<file path="src/rtl/bk_limb_add_ctrl.sv">
// Sequencer for multi-limb addition over an external 12-bit adder with bit-interleaved inputs.
// Each limb takes one adder pass, plus a second +1 pass when the previous limb carried out.
module bk_limb_add_ctrl #(
  parameter int unsigned LIMB_W = 12
) (
  input  logic                  clk,
  input  logic                  rst_n,
  input  logic                  in_valid,
  output logic                  in_ready,
  input  logic [LIMB_W-1:0]     in_a,
  input  logic [LIMB_W-1:0]     in_b,
  input  logic                  in_last,
  output logic [2*LIMB_W-1:0]   add_ins,
  input  logic [LIMB_W:0]       add_outs,
  output logic                  out_valid,
  input  logic                  out_ready,
  output logic [LIMB_W-1:0]     out_sum,
  output logic                  out_carry,
  output logic                  out_last
);

  typedef enum logic [1:0] {StIdle, StP1, StP2, StOut} state_e;

  localparam logic [LIMB_W-1:0] One = {{(LIMB_W-1){1'b0}}, 1'b1};

  state_e              state_q;
  logic                cin_q;
  logic [LIMB_W-1:0]   op_a_q;
  logic [LIMB_W-1:0]   op_b_q;
  logic                last_q;
  logic [LIMB_W:0]     sum_q;
  logic                in_ready_q;
  logic                out_valid_q;
  logic [LIMB_W-1:0]   out_sum_q;
  logic                out_carry_q;
  logic                out_last_q;

  // The adder expects X and Y bit-interleaved: bit 2i is X[i], bit 2i+1 is Y[i].
  function automatic logic [2*LIMB_W-1:0] interleave(input logic [LIMB_W-1:0] x,
                                                     input logic [LIMB_W-1:0] y);
    logic [2*LIMB_W-1:0] r;
    for (int i = 0; i < int'(LIMB_W); i++) begin
      r[2*i]   = x[i];
      r[2*i+1] = y[i];
    end
    return r;
  endfunction

  always_ff @(posedge clk) begin
    if (!rst_n) begin
      state_q     <= StIdle;
      cin_q       <= 1'b0;
      op_a_q      <= '0;
      op_b_q      <= '0;
      last_q      <= 1'b0;
      sum_q       <= '0;
      in_ready_q  <= 1'b1;
      out_valid_q <= 1'b0;
      out_sum_q   <= '0;
      out_carry_q <= 1'b0;
      out_last_q  <= 1'b0;
    end else begin
      unique case (state_q)
        StIdle: begin
          if (in_valid) begin
            op_a_q     <= in_a;
            op_b_q     <= in_b;
            last_q     <= in_last;
            in_ready_q <= 1'b0;
            state_q    <= StP1;
          end
        end
        StP1: begin
          sum_q <= add_outs;
          if (cin_q) begin
            state_q <= StP2;
          end else begin
            out_valid_q <= 1'b1;
            out_sum_q   <= add_outs[LIMB_W-1:0];
            out_carry_q <= add_outs[LIMB_W];
            out_last_q  <= last_q;
            state_q     <= StOut;
          end
        end
        StP2: begin
          // At most one of the two passes can carry out, so OR-ing them cannot lose a bit.
          sum_q       <= {sum_q[LIMB_W] | add_outs[LIMB_W], add_outs[LIMB_W-1:0]};
          out_valid_q <= 1'b1;
          out_sum_q   <= add_outs[LIMB_W-1:0];
          out_carry_q <= sum_q[LIMB_W] | add_outs[LIMB_W];
          out_last_q  <= last_q;
          state_q     <= StOut;
        end
        StOut: begin
          if (out_ready) begin
            cin_q       <= last_q ? 1'b0 : sum_q[LIMB_W];
            out_valid_q <= 1'b0;
            out_sum_q   <= '0;
            out_carry_q <= 1'b0;
            out_last_q  <= 1'b0;
            in_ready_q  <= 1'b1;
            state_q     <= StIdle;
          end
        end
        default: state_q <= StIdle;
      endcase
    end
  end

  always_comb begin
    add_ins = '0;
    unique case (state_q)
      StP1:    add_ins = interleave(op_a_q, op_b_q);
      StP2:    add_ins = interleave(sum_q[LIMB_W-1:0], One);
      default: add_ins = '0;
    endcase
  end

  assign in_ready  = in_ready_q;
  assign out_valid = out_valid_q;
  assign out_sum   = out_sum_q;
  assign out_carry = out_carry_q;
  assign out_last  = out_last_q;

endmodule

</file>
<file path="config.mk">
export PLATFORM = sky130hd
export DESIGN_NAME = bk_limb_add_ctrl
export DESIGN_NICKNAME = d
export VERILOG_FILES = /design/src/rtl/bk_limb_add_ctrl.sv
export SDC_FILE = /design/constraint.sdc
export NUM_CORES = 1
export LEC_CHECK = 0
export ABC_CLOCK_PERIOD_IN_PS = 2200
export CORE_UTILIZATION = 46
export CTS_CLUSTER_DIAMETER = 150
export DETAILED_ROUTE_END_ITERATION = 10
export GPL_TIMING_DRIVEN = 0
export PLACE_DENSITY = 0.87
export RECOVER_POWER = 50
export SLEW_MARGIN = 20
export SYNTH_ARGS = -nofsm -noshare
export SYNTH_HDL_FRONTEND = slang
export SYNTH_SLANG_ARGS = --single-unit
</file>
<file path="constraint.sdc">
create_clock -name clk -period 2.2 [get_ports clk]
set_input_delay 0.44 -clock clk [delete_from_list [all_inputs] [get_ports clk]]
set_output_delay 0.44 -clock clk [all_outputs]
set_load 0.005 [all_outputs]
</file>
==> flow_summary_export.csv <==
group,metric,value,unit
run_status,outcome,"finished clean",
floorplan,io_pins,82,
synthesis,ys_warn_count,0,
grt,track_usage,26.6,%
clock_tree,cts_root_buf,"clkbuf_8",
sta,finalClockSkew,0.00788,ns
grt,gr-total-overflow,0,
synthesis,synth_top_area_share,45.5,%
grt,grt_pass1_wl,11.1,mm
setup_path,setup.worst_path.end_class,"output pin",
sta,worstMarginPinSlew,0.539,ns
final_layout,multi_input_area,1240,um^2
detailed_routing,antenna_left,0,
clock_tree,clock_sinks,57,
setup_path,worst_ep_required_time,1.76,ns
detailed_routing,route.vias.total,2448,
setup_path,cp_max_fo,7,
setup_path,arrival,1.71,ns
sta,post-route-min-period,2.15,ns
detailed_routing,drt-vias-per-instance,5.33,
final_layout,register_area,1150,um^2
setup_path,crit_type,"flip-flop to output pin",
grt,grt_pass1_vias,2348,
setup_path,cpPeakStageDelay,0.36,ns
power,power_frac_clock,24.8,%
sta,setup_violations,0,
sta,rsz0062_at_grt,"no",
place,place_ws,-0.324,ns
power,max-vdd-ir-drop,0.926,mV
floorplan,chipHeight,75.8,um
setup_path,rrSetupSlack,0.34,ns
synthesis,ys_ff_latch,57,
power,sw_frac_of_total,34.9,%
synthesis,async_reset_ff_share,0,%
power,seq_power_share,31.2,%
floorplan,die_x,75.8,um
floorplan,initial_core_util,48.5,%
power,leakagePower,1.53,nW
final_layout,drive_gt1_share,13.6,%
clock_tree,clk_latency,0.34,ns
power,p_int,3.19,mW
power,p_per_area,1330,nW/um^2
final_layout,fin_util,71.0,%
synthesis,yosysTopAreaCell,"dfxtp_1",
grt,antenna_found_initial,0,
sta,tns,0,ns
detailed_routing,wl_per_cell,15.3,um
min_path,min_path_type,"flip-flop to flip-flop",
detailed_routing,drt_iter0_markers,139,
clock_tree,cts_tree,"built",
synthesis,synth_enable_flop_cells,0,
synthesis,syn_area,2510,um^2
place,place_hpwl,4.80,mm
detailed_routing,wirelength,7.04,mm
place,place_congestion,0.820,
clock_tree,cts_hold_buf,0,
synthesis,ys_top_cells_by_area,"dfxtp_1, a21oi_1, nand2_1, mux2i_1, nand4b_1",
place,dp.cells,440,
sta,drv_slew,0,
detailed_routing,drc,0,
final_layout,fin_nets,433,
power,p_switching,1.71,mW
final_layout,synthToLayoutAreaGrowth,46.5,%
sta,max_freq,0.465,GHz
sta,timing.final.crit_share,97.8,%
clock_tree,numCtsBuffers,9,
sta,relSlewSlack,64.1,%
setup_path,crit_chain,"buf_4 -> ha_4 -> and2_4 -> buf_6 -> a22o_1 -> buf_2",
sta,hold_viol,0,
final_layout,layout_common_cells,"dfxtp_1, clkdlybuf4s50_1, nand2_1",
floorplan,rows,26,
detailed_routing,dr.pass1.iters,4,
setup_path,crit_slowest_cell,"dfxtp_4",
run,maxCapViolations,0,
synthesis,synth_fp_nets,338,
synthesis,syn_avg_cell_area,8.68,um^2
setup_path,setup.worst_path.start_class,"flip-flop",
floorplan,core,5170,um^2
grt,grt_max_degree,11,
synthesis,synth_cells,289,
synthesis,yosys_most_used_dff,"dfxtp_1",
clock_tree,path_clk_slew,0.07,ns
power,power_frac_comb,44.0,%
synthesis,yosysSeqAreaShare,45.5,%
final_layout,antenna_cells,0,
sta,worst_slack,0.0492,ns
final_layout,layoutNonFillerInstCount,459,
place,numPortBuffers,81,
synthesis,synth_cell_type_count,30,
clock_tree,htreeDepth,3,
final_layout,fillers,376,
clock_tree,clockBufferDepth,2,
floorplan,die-area,5750,um^2
==> kinds of logic (layout without fill, tap and decap cells) <==
| logic type | after synthesis | after routing | synth area share [%] |
|---|---|---|---|
| flops | 57 | 57 | 45.5 |
| mux | 12 | 12 | 4.79 |
| simple gates | 103 | 103 | 20.5 |
| compound gates | 82 | 82 | 19.7 |
| fa+ha+maj | 7 | 7 | 3.49 |
| buf+inv | 28 | 128 | 6.04 |
==> sequential cells by signal (all words and copies together), names as in the netlist <==
name / flops
cin_q: 1
in_ready: 1
last_q: 1
op_a_q: 12
op_b_q: 12
out_carry: 1
out_last: 1
out_sum: 12
out_valid: 1
state_q: 2
sum_q: 13
==> synthesized netlist by cell type (4+ instances only) <==
master / n
inv_1: 5
nand4b_1: 13
a21oi_1: 45
buf_2: 10
buf_4: 5
clkbuf_1: 6
nor2_1: 14
o21ai_1: 13
o21ai_0: 4
ha_1: 7
and2_1: 4
dfxtp_1: 57
mux2i_1: 12
and3_1: 11
a22o_1: 12
nand2_1: 54
==> power groups by stage <==
| stage | combinational (mW) | clock, mW | sequential [mW] |
|---|---|---|---|
| finish | 2.15 | 1.21 | 1.53 |
| global route | 2.37 | 1.27 | 1.56 |
| CTS | 2.20 | 1.22 | 1.52 |
| detailed placement | 1.91 | 0 | 1.54 |
| global placement | 1.85 | 0 | 1.52 |
| floorplan | 1.27 | 0 | 1.49 |
==> worst max-delay path, delay by kind of cell, from the launching register on <==
kind	cells	cell delay (ns)
adders and majority gates	1	0.18
DFF	1	0.36
and+or+nand+nor	1	0.18
AOI/OAI and AO/OA	1	0.23
buffers and inverters	3	0.42
==> routing by layer <==
| metal | track usage (%) | wire [um] | up-vias |
|---|---|---|---|
| met3 | 5.42 | 349 | 21 |
| met1 | 31.2 | 2950 | 1146 |
| li1 | - | - | 1197 |
| met4 | 16.3 | 183 | 0 |
| met5 | 0 | 0 | - |
| met2 | 44.5 | 3560 | 84 |
==> path summary, 6_finish.rpt <==
path / from / to / depth (start not counted)
max: state_q[0] / add_ins[22] / 6
max reg2reg: state_q[0] / out_sum[3] / 6
min: op_b_q[2] / op_b_q[2] / 2
min reg2reg: op_b_q[2] / op_b_q[2] / 2
==> what timing repair did <==
action | CTS | global route
endpoints found under the setup margin | 24 | 12
gates resized for setup | 82 | 3
setup buffers | 3 | 0
gates cloned | 1 | 0
pin swaps | 5 | 0
==> final cells by class <==
| type | instances | area share [%] |
|---|---|---|
| clock buffers | 11 | 3.85 |
| inverters | 5 | 0.647 |
| flip-flops and latches | 57 | 31.3 |
| clock inverters | 5 | 2.79 |
| well taps | 70 | 2.38 |
| repair buffers | 85 | 21.1 |
| plain buffers | 22 | 4.26 |
| multi-input cells | 204 | 33.7 |
==> stage by stage <==
stage | power (mW) | instance area [um^2] | hold WS [ns]
2_1_floorplan | 2.76 | 2510 | 0.432
3_3_place_gp | 3.37 | 3410 | 0.438
3_5_place_dp | 3.44 | 3410 | 0.445
4_1_cts | 4.94 | 3720 | 0.455
5_1_grt | 5.19 | 3670 | 0.466
6_report | 4.90 | 3670 | 0.452
(Power assumes the default switching activity.)
